--- config.mk ---
export PLATFORM = sky130hd
export DESIGN_NAME = uart_bus_arbiter_flat
export DESIGN_NICKNAME = d
export VERILOG_FILES = /design/src/rtl/uart_regs_pkg.sv /design/src/rtl/uart_bus_arbiter_if.sv /design/src/rtl/uart_init_rom.sv /design/src/rtl/uart_bus_arbiter.sv /design/src/flat_wrapper.sv
export SDC_FILE = /design/constraint.sdc
export NUM_CORES = 1
export LEC_CHECK = 0
export ABC_AREA = 0
export CAP_MARGIN = 20
export CELL_PAD_IN_SITES_DETAIL_PLACEMENT = 0
export CELL_PAD_IN_SITES_GLOBAL_PLACEMENT = 1
export CORE_UTILIZATION = 34
export CTS_BUF_LIST = sky130_fd_sc_hd__clkbuf_8
export DETAILED_ROUTE_END_ITERATION = 10
export GPL_ROUTABILITY_DRIVEN = 0
export PLACE_DENSITY = 0.84
export SLEW_MARGIN = 15
export SYNTH_ARGS = -nofsm -noshare
export SYNTH_HDL_FRONTEND = slang
export SYNTH_SLANG_ARGS = --single-unit
--- constraint.sdc ---
create_clock -name CLK -period 1.81 [get_ports CLK]
set_clock_uncertainty 0.05 [all_clocks]
set_input_delay 0.181 -clock CLK [delete_from_list [all_inputs] [get_ports CLK]]
set_output_delay 0.181 -clock CLK [all_outputs]
set_load 0.02 [all_outputs]
--- src/rtl/uart_regs_pkg.sv ---
// Shared UART register map, arbiter state encoding and init-write payload.
package uart_regs_pkg;

  localparam int unsigned ADDR_W = 3;
  localparam int unsigned DATA_W = 8;
  localparam int unsigned STEP_W = 3;
  localparam int unsigned INIT_STEPS = 6;

  localparam logic [ADDR_W-1:0] RBR_THR = 3'd0;
  localparam logic [ADDR_W-1:0] IER     = 3'd1;
  localparam logic [ADDR_W-1:0] IIR_FCR = 3'd2;
  localparam logic [ADDR_W-1:0] LCR     = 3'd3;
  localparam logic [ADDR_W-1:0] LSR     = 3'd5;

  localparam logic [DATA_W-1:0] LCR_DLAB = 8'h83;

  typedef enum logic [2:0] {
    ST_WAIT_EN = 3'd0,
    ST_INIT    = 3'd1,
    ST_IDLE    = 3'd2,
    ST_ACCESS  = 3'd3,
    ST_CAPTURE = 3'd4
  } state_t;

  typedef struct packed {
    logic [ADDR_W-1:0] addr;
    logic [DATA_W-1:0] data;
  } init_wr_t;

endpackage

--- src/rtl/uart_bus_arbiter_if.sv ---
// 16550-style register bus between the arbiter (master) and the UART core (slave).
interface uart_bus_arbiter_if;
  import uart_regs_pkg::*;

  logic [ADDR_W-1:0] uart_addr_o;
  logic [DATA_W-1:0] uart_wdata_o;
  logic              uart_we_o;
  logic              uart_re_o;
  logic [DATA_W-1:0] uart_rdata_i;

  modport master (output uart_addr_o, output uart_wdata_o, output uart_we_o,
                  output uart_re_o, input uart_rdata_i);
  modport slave  (input uart_addr_o, input uart_wdata_o, input uart_we_o,
                  input uart_re_o, output uart_rdata_i);
endinterface

--- src/rtl/uart_init_rom.sv ---
// Combinational table of the UART configuration writes, indexed by init step.
module uart_init_rom
  import uart_regs_pkg::*;
#(
  parameter logic [15:0]       DIVISOR = 16'h000E,
  parameter logic [DATA_W-1:0] LCR_VAL = 8'h03,
  parameter logic [DATA_W-1:0] FCR_VAL = 8'h01,
  parameter logic [DATA_W-1:0] IER_VAL = 8'h01
) (
  input  logic [STEP_W-1:0] step,
  output init_wr_t          wr_c
);

  // Steps 1/2 hit the divisor latches because DLAB is set by step 0.
  always_comb begin
    wr_c = '0;
    case (step)
      3'd0:    wr_c = '{addr: LCR,     data: LCR_DLAB};
      3'd1:    wr_c = '{addr: IER,     data: DIVISOR[15:8]};
      3'd2:    wr_c = '{addr: RBR_THR, data: DIVISOR[7:0]};
      3'd3:    wr_c = '{addr: LCR,     data: LCR_VAL};
      3'd4:    wr_c = '{addr: IIR_FCR, data: FCR_VAL};
      3'd5:    wr_c = '{addr: IER,     data: IER_VAL};
      default: wr_c = '0;
    endcase
  end

endmodule

--- src/rtl/uart_bus_arbiter.sv ---
// UART register-bus owner: runs the init sequence, then round-robins two requesters.
module uart_bus_arbiter
  import uart_regs_pkg::*;
#(
  parameter logic [15:0]       DIVISOR = 16'h000E,
  parameter logic [DATA_W-1:0] LCR_VAL = 8'h03,
  parameter logic [DATA_W-1:0] FCR_VAL = 8'h01,
  parameter logic [DATA_W-1:0] IER_VAL = 8'h01
) (
  input  logic              CLK,
  input  logic              RESET,
  input  logic              Enable,
  output logic              init_done,
  input  logic              req0,
  input  logic [ADDR_W-1:0] addr0,
  input  logic [DATA_W-1:0] wdata0,
  input  logic              wr0,
  output logic              ack0,
  output logic [DATA_W-1:0] rdata0,
  input  logic              req1,
  input  logic [ADDR_W-1:0] addr1,
  input  logic [DATA_W-1:0] wdata1,
  input  logic              wr1,
  output logic              ack1,
  output logic [DATA_W-1:0] rdata1,
  uart_bus_arbiter_if.master bus
);

  state_t            state;
  logic [STEP_W-1:0] init_step;
  logic              last_grant;
  logic              grant;
  logic              lat_wr;
  init_wr_t          rom_c;

  uart_init_rom #(
    .DIVISOR (DIVISOR),
    .LCR_VAL (LCR_VAL),
    .FCR_VAL (FCR_VAL),
    .IER_VAL (IER_VAL)
  ) u_init_rom (
    .step (init_step),
    .wr_c (rom_c)
  );

  // Outputs are registered on the transition into the state that owns them,
  // so strobes are visible during ST_INIT/ST_ACCESS and ack the cycle after ST_CAPTURE.
  always_ff @(posedge CLK) begin
    if (RESET) begin
      state            <= ST_WAIT_EN;
      init_step        <= '0;
      last_grant       <= 1'b1;
      grant            <= 1'b0;
      lat_wr           <= 1'b0;
      init_done        <= 1'b0;
      ack0             <= 1'b0;
      ack1             <= 1'b0;
      rdata0           <= '0;
      rdata1           <= '0;
      bus.uart_addr_o  <= '0;
      bus.uart_wdata_o <= '0;
      bus.uart_we_o    <= 1'b0;
      bus.uart_re_o    <= 1'b0;
    end else begin
      ack0          <= 1'b0;
      ack1          <= 1'b0;
      bus.uart_we_o <= 1'b0;
      bus.uart_re_o <= 1'b0;
      case (state)
        ST_WAIT_EN: begin
          if (Enable) begin
            state            <= ST_INIT;
            bus.uart_we_o    <= 1'b1;
            bus.uart_addr_o  <= rom_c.addr;
            bus.uart_wdata_o <= rom_c.data;
            init_step        <= init_step + 3'd1;
          end
        end
        ST_INIT: begin
          if (init_step == STEP_W'(INIT_STEPS)) begin
            state     <= ST_IDLE;
            init_step <= '0;
            init_done <= 1'b1;
          end else begin
            bus.uart_we_o    <= 1'b1;
            bus.uart_addr_o  <= rom_c.addr;
            bus.uart_wdata_o <= rom_c.data;
            init_step        <= init_step + 3'd1;
          end
        end
        ST_IDLE: begin
          if (req0 && (!req1 || last_grant)) begin
            state            <= ST_ACCESS;
            grant            <= 1'b0;
            last_grant       <= 1'b0;
            lat_wr           <= wr0;
            bus.uart_addr_o  <= addr0;
            bus.uart_wdata_o <= wdata0;
            bus.uart_we_o    <= wr0;
            bus.uart_re_o    <= !wr0;
          end else if (req1) begin
            state            <= ST_ACCESS;
            grant            <= 1'b1;
            last_grant       <= 1'b1;
            lat_wr           <= wr1;
            bus.uart_addr_o  <= addr1;
            bus.uart_wdata_o <= wdata1;
            bus.uart_we_o    <= wr1;
            bus.uart_re_o    <= !wr1;
          end
        end
        ST_ACCESS: state <= ST_CAPTURE;
        ST_CAPTURE: begin
          state <= ST_IDLE;
          if (grant) begin
            ack1 <= 1'b1;
            if (!lat_wr) rdata1 <= bus.uart_rdata_i;
          end else begin
            ack0 <= 1'b1;
            if (!lat_wr) rdata0 <= bus.uart_rdata_i;
          end
        end
        default: state <= ST_WAIT_EN;
      endcase
    end
  end

endmodule
--- src/flat_wrapper.sv ---
// flat-port wrapper written by rule: the top's interface ports become plain ports
module uart_bus_arbiter_flat import uart_regs_pkg::*;
#(
  parameter logic [15:0]       DIVISOR = 16'h000E,
  parameter logic [DATA_W-1:0] LCR_VAL = 8'h03,
  parameter logic [DATA_W-1:0] FCR_VAL = 8'h01,
  parameter logic [DATA_W-1:0] IER_VAL = 8'h01
)
  (CLK, RESET, Enable, init_done, req0, addr0, wdata0, wr0, ack0, rdata0, req1, addr1, wdata1, wr1, ack1, rdata1, bus_uart_addr_o, bus_uart_wdata_o, bus_uart_we_o, bus_uart_re_o, bus_uart_rdata_i);
  uart_bus_arbiter_if bus_i ();
  input  logic CLK;
  input  logic RESET;
  input  logic Enable;
  output logic init_done;
  input  logic req0;
  input  logic [ADDR_W-1:0] addr0;
  input  logic [DATA_W-1:0] wdata0;
  input  logic wr0;
  output logic ack0;
  output logic [DATA_W-1:0] rdata0;
  input  logic req1;
  input  logic [ADDR_W-1:0] addr1;
  input  logic [DATA_W-1:0] wdata1;
  input  logic wr1;
  output logic ack1;
  output logic [DATA_W-1:0] rdata1;
  output wire logic [$bits(bus_i.uart_addr_o)-1:0] bus_uart_addr_o;
  output wire logic [$bits(bus_i.uart_wdata_o)-1:0] bus_uart_wdata_o;
  output wire logic [$bits(bus_i.uart_we_o)-1:0] bus_uart_we_o;
  output wire logic [$bits(bus_i.uart_re_o)-1:0] bus_uart_re_o;
  input wire logic [$bits(bus_i.uart_rdata_i)-1:0] bus_uart_rdata_i;
  assign bus_uart_addr_o = bus_i.uart_addr_o;
  assign bus_uart_wdata_o = bus_i.uart_wdata_o;
  assign bus_uart_we_o = bus_i.uart_we_o;
  assign bus_uart_re_o = bus_i.uart_re_o;
  assign bus_i.uart_rdata_i = bus_uart_rdata_i;
  uart_bus_arbiter #(.DIVISOR(DIVISOR), .LCR_VAL(LCR_VAL), .FCR_VAL(FCR_VAL), .IER_VAL(IER_VAL)) u_core (.CLK(CLK), .RESET(RESET), .Enable(Enable), .init_done(init_done), .req0(req0), .addr0(addr0), .wdata0(wdata0), .wr0(wr0), .ack0(ack0), .rdata0(rdata0), .req1(req1), .addr1(addr1), .wdata1(wdata1), .wr1(wr1), .ack1(ack1), .rdata1(rdata1), .bus(bus_i));
endmodule
* After elaboration in Yosys (flattened, before gate mapping)
Index checks and enable logic that the tools add are counted.
Storage, ports and cells: bits in registers 41, logic and storage cells 84
Operators by class: add/sub/neg operators 1, equal/unequal tests 14, reductions and logical operators 19, bitwise logic cells 4, mux-type cells 32
Operator list (count):
- $pmux W10 S6 | 1
- $mux W8 | 4
- $mux W3 | 10
- $pmux W8 S3 | 1
- $pmux W3 S5 | 1
- $eq A3 B2 Y1 const B | 4
- $eq A3 B3 Y1 const B | 4
- $mux W1 | 12
- $pmux W3 S3 | 1
- $reduce_and A3 Y1 | 3
- $eq A3 B1 Y1 const B | 2
- $logic_not A3 Y1 | 2
- $pmux W3 S2 | 1
- $reduce_and A2 Y1 | 3
- $ne A2 B2 Y1 const B | 2
- $not A1 Y1 | 4
- $reduce_and A4 Y1 | 1
- $reduce_bool A2 Y1 | 2
- $reduce_or A2 Y1 | 2
- $add A3 B1 Y3 const B | 1
- $logic_not A1 Y1 | 3
- $ne A3 B2 Y1 const B | 1
- $pmux W1 S3 | 1
- $reduce_bool A3 Y1 | 1
- 3 further kinds | 3

* Longest topological paths before layout
word-level depth 5, depth in mapped cells 6, mapped depth without buffers 6

* By module
From an unflattened synthesis, not the netlist that was laid out.
Second synthesis, totals: cell total of the unflattened synthesis 204, area, all modules 1903.1 um^2
By module, submodules not included:
- uart_bus_arbiter | times used 1, cells an instance 189, area each 1805.5 um^2
- uart_init_rom | times used 1, cells an instance 15, area each 97.6 um^2

* Least setup slack after synthesis
OpenSTA, ideal clock, no wires.
path type register to register, start register u_core.init_step[0], end register u_core.bus.uart_addr_o[0], required time 1.659 ns, data arrival time 1.365 ns, period minus slack after synthesis 1.516 ns, path slack 0.294 ns, setup time 0.101 ns, stages on the path, launching flop included 7, path through dfxtp_1 -> inv_1 -> ha_1 -> nand3_1 -> o21ba_2 -> nand2_1 -> o41ai_1
On the way: longest elaborated chain between the ends 4, elaborated cells between the ends (all ways) 13, those cells by class 7 x eq/ne; 4 x mux; 2 x reduce/logical
RTL lines:
- start: declaration | RTL line uart_bus_arbiter.sv:30 | logic [STEP_W-1:0] init_step;
- start signal: assignment | RTL line uart_bus_arbiter.sv:76 | init_step <= init_step + 3'd1;
- start signal: assignment | RTL line uart_bus_arbiter.sv:88 | init_step <= init_step + 3'd1;
- $eq A3 B3 Y1, or another cell as far along | RTL line uart_init_rom.sv:17 | case (step)
- $pmux W10 S6 | RTL line uart_init_rom.sv:17
- $mux W3 (on tied branches) | RTL line uart_bus_arbiter.sv:80, uart_bus_arbiter.sv:71
- $pmux W3 S3 | RTL line uart_bus_arbiter.sv:69 | case (state)
- end signal: assignment | RTL line uart_bus_arbiter.sv:74 | bus.uart_addr_o <= rom_c.addr;
- end signal: assignment | RTL line uart_bus_arbiter.sv:86 | bus.uart_addr_o <= rom_c.addr;
- end signal: assignment | RTL line uart_bus_arbiter.sv:97 | bus.uart_addr_o <= addr0;
- end: declaration | RTL line uart_bus_arbiter_if.sv:11 | modport master (output uart_addr_o, output uart_wdata_o, output uart_we_o,
Several ways; a longest one is shown, not always the timed one. The select of a mux whose other input is x is not followed. A chain may end at the register's enable or synchronous reset.

* Final worst setup path
start register u_core.state[0], end register u_core.bus.uart_wdata_o[7]
On the way: longest elaborated chain between the ends 3, elaborated cells between the ends (all ways) 9, those cells by class 5 x eq/ne; 1 x mux; 3 x reduce/logical
RTL lines:
- start: declaration | RTL line uart_bus_arbiter.sv:29 | state_t state;
- start signal: assignment | RTL line uart_bus_arbiter.sv:50 | state <= ST_WAIT_EN;
- start signal: assignment | RTL line uart_bus_arbiter.sv:72 | state <= ST_INIT;
- start signal: assignment | RTL line uart_bus_arbiter.sv:81 | state <= ST_IDLE;
- $eq A3 B2 Y1, or another cell as far along | RTL line uart_bus_arbiter.sv:69
- $ne A3 B2 Y1 (no source line), or another cell as far along
- $reduce_and A4 Y1 (no source line)
- end signal: assignment | RTL line uart_bus_arbiter.sv:75 | bus.uart_wdata_o <= rom_c.data;
- end signal: assignment | RTL line uart_bus_arbiter.sv:87 | bus.uart_wdata_o <= rom_c.data;
- end signal: assignment | RTL line uart_bus_arbiter.sv:98 | bus.uart_wdata_o <= wdata0;
- end: declaration | RTL line uart_bus_arbiter_if.sv:11
Several ways; a longest one is shown, not always the timed one.

==> out/results.txt <==
DIE HEIGHT: 76.7 um
Crit path max fanout: 9
Maximum vdd ir drop: 0.445 mV
Setup Total Neg Slack: 0 ns
Synth Area in Simple Gates: 0.193
Min-delay src: u_core.bus.uart_wdata_o[5]
Hold Violations, Final: 0
Vias in the first global route: 1643
Fin util: 0.545
Post-synthesis compound-gate area fraction: 0.183
CP endpoint kind: flop
Mux cell area share after synthesis: 0.111
Worst EP arrival: 1.89 ns
Post-Route WL: 4850 um
Static Leak: 1.11 nW
Power share of the combinational group: 0.180
Starting DRT DRC Count: 67
Crit-path cells: or3b_1 -> or3_1 -> a311oi_1
Initial antenna violation count: 0
Cell Int Power: 1.59 mW
Post-layout min period: 1.74 ns
Most Used Layer, Global Route: met2
Hold Path Sink: u_core.bus.uart_wdata_o[5]
First-pass GRT wire length: 7780 um
Vias after detailed routing: 1752
Layout cells sized above 1: 0.113
Count of unique library cells instantiated by Yosys: 45
Pwr Density: 734 nW/um^2
DR vias/cell: 4.96
Met3 Use GR: 0.0393
CTS HTree Levels: 2
Syn nets: 245
Aggregate global routing overflow: 0
IO Port Bufs: 68
Clk Latency, worst-skew pair: 0.29 ns
Mean Syn Cell Area: 9.34 um^2
WP data required: 1.96 ns
Sink Count: 41
Largest family of logic cells by synthesized area: simple AND/OR/NAND/NOR gates
Max-cap viol count: 0
Inserted Diodes: 0
Met2 GRT Util: 0.266
Met1 Usage GRT: 0.221
Fillers: 485
Post-synthesis sequential area ratio: 0.433
Crit-path max cell delay: 0.55 ns
R2r worst-path depth: 3
Unrepaired setup endpoints after global routing: yes
Synth top area share: 0.433
Synth Cell Area: 1900 um^2
Slowest-stage cell, CP: or3b_1
Initial core utilization: 0.362
Die area: 5880 um^2
Residual DRC: 0
Hold WC Path Type: flop to flop
RR Endpoint: u_core.bus.uart_wdata_o[7]
Hold Crit Depth: 1
Area grow syn2layout: 50.7%
Core footprint: 5240 um^2
Nets: 324
Finished Layout Cells: 353
ANT nets after route: 0
TritonCTS Buffers: 5
Worst slew margin: 0.645
CTS tree: yes
Die Span X: 76.7 um
Worst Setup Path Type: flop to flop
Least-Margin Pin Slew: 0.519 ns
FMAX: 574 MHz
Setup repair bufs after CTS: 0
Clock Power Share: 0.358
Biggest area consumer among synthesized cells: dfxtp_1
Global-route usage over all layers: 0.168
Mapped Cells: 203
Switching power: 0.510 mW
Final cycle utilization of the critical path: 0.963
Synth Flop Type: dfxtp_1
Sw frac: 0.243
Max clock buf depth: 2
Io pins: 69
Critical path startpoint category: flop
Slew Limit Fails: 0
Routed WL per cell: 13.8 um
DP Wirelength: 3720 um
XOR/XNOR share of the synthesized area: 0.00462
Sequential Power Share: 0.461
Synth top area cells: dfxtp_1, mux2i_1, nor2_1
Async SR Flop Fraction: 0
Clock-pin slew on the worst setup and hold paths: 0.08 ns
Synth warn: 0
Drt pass-1 iters: 4
Synth Area in Adders: 0.0330
Final Setup Violations: 0
Hold WS: 0.417 ns
Reg2Reg Setup Slack: 0.07 ns
R2r startpoint: u_core.state[0]
Largest net degree at the start of global routing: 28
DP Cell Count: 345
Number of synthesized register bits: 41
Core Rows: 26
Post-synth EDFFs: 0
Clk root buf: clkbuf_8
Status: finished clean
## metrics by stage
stage / setup slack, ns / power (mW) / area [um^2]
floorplan: 0.294 / 1.18 / 1900
global placement: 0.0713 / 1.36 / 2730
detailed placement: 0.0600 / 1.36 / 2730
CTS: 0.0712 / 2.13 / 2840
global route: 0.000243 / 2.20 / 2860
finish: 0.0676 / 2.10 / 2860
## per-layer routing
layer,up-vias,part of all wire,routed length (um)
li1,893,-,-
met1,820,0.49,2360
met2,32,0.46,2250
met3,7,0.036,175
met4,0,0.013,63
met5,-,0,0
## final cells by class
cell class	count	area, um^2	area share
Inverter	5	18.8	0.00657
Tap cell	70	87.6	0.0307
Multi-Input combinational cell	146	1010	0.353
Sequential cell	41	821	0.287
Timing Repair Buffer	83	806	0.282
Clock inverter	2	33.8	0.0118
Clock buffer	6	82.6	0.0289
## critical path: cells and delay by family (launching register included)
family	cells	cell delay, ns
compound gates	1	0.25
flops	1	0.39
simple gates	2	0.97
## power by group through the flow
| stage | clock network, mW | logic (mW) | registers [mW] |
|---|---|---|---|
| after floorplan | 0 | 0.165 | 1.01 |
| after global placement | 0 | 0.372 | 0.987 |
| after detailed placement | 0 | 0.373 | 0.987 |
| after CTS | 0.785 | 0.376 | 0.966 |
| after global routing | 0.821 | 0.409 | 0.972 |
| final | 0.751 | 0.378 | 0.966 |
## cells in the final DEF, fill, tap and decap left out, drive strengths merged, types with 2 or more instances in the layout
cell and instances:
a2111oi 3, a21boi 3, a21oi 12, a31oi 2, a32o 3, and3 2, buf 15, clkbuf 6
clkdlybuf4s50 68, dfxtp 41, ha 5, inv 6, mux2i 21, nand2 8, nand2b 4, nand3 3
nor2 31, nor2b 4, nor3 10, nor4 3, o21ai 10, o2bb2ai 4, o41ai 2
## cells by family after synthesis
group | Yosys count
buf+inv | 16
simple gates | 70
compound gates | 49
mux | 21
flops | 41
xor+xnor | 1
fa+ha+maj | 5
## state kept, by name, indices dropped and copies added, names as in the netlist
signal,count
u_core.ack0,1
u_core.ack1,1
u_core.bus.uart_addr_o,3
u_core.bus.uart_re_o,1
u_core.bus.uart_wdata_o,8
u_core.bus.uart_we_o,1
u_core.grant,1
u_core.init_done,1
u_core.init_step,3
u_core.last_grant,1
u_core.lat_wr,1
u_core.rdata0,8
u_core.rdata1,8
u_core.state,3
## worst max path at each step
stage | from | to | slack, ns | cells after the start
2_1_floorplan | u_core.init_step[0] | u_core.bus.uart_addr_o[0] | 0.29 | 6
3_3_place_gp | req1 | u_core.bus.uart_wdata_o[2] | 0.07 | 5
3_5_place_dp | req1 | u_core.bus.uart_wdata_o[1] | 0.06 | 5
4_1_cts | u_core.init_step[0] | u_core.bus.uart_addr_o[1] | 0.07 | 6
5_1_grt | u_core.state[0] | u_core.bus.uart_wdata_o[7] | 0.0002 | 3
6_report | u_core.state[0] | u_core.bus.uart_wdata_o[7] | 0.07 | 3
## cell usage after synthesis, types with 2 or more instances
cell       number
and3_1          2
nor3_1          8
a21oi_1        11
inv_1           5
buf_4           2
a21boi_0        3
a32o_1          3
buf_2           4
ha_1            5
a31oi_1         2
o21ai_0        10
nand3_1         3
nor2_1         31
dfxtp_1        41
buf_1           2
o41ai_1         2
nor3_2          2
o2bb2ai_1       4
clkbuf_1        2
nand2b_1        4
mux2i_1        21
nand2_1         8
a2111oi_0       3
nor2b_1         4
## timing repair
action | in CTS | in global routing
resized for setup | 0 | 2
endpoints found under the hold margin | 0 | 0
endpoints found under the setup margin | 0 | 9
hold buffers | 0 | 0
Power figures use the tool's default switching activity.
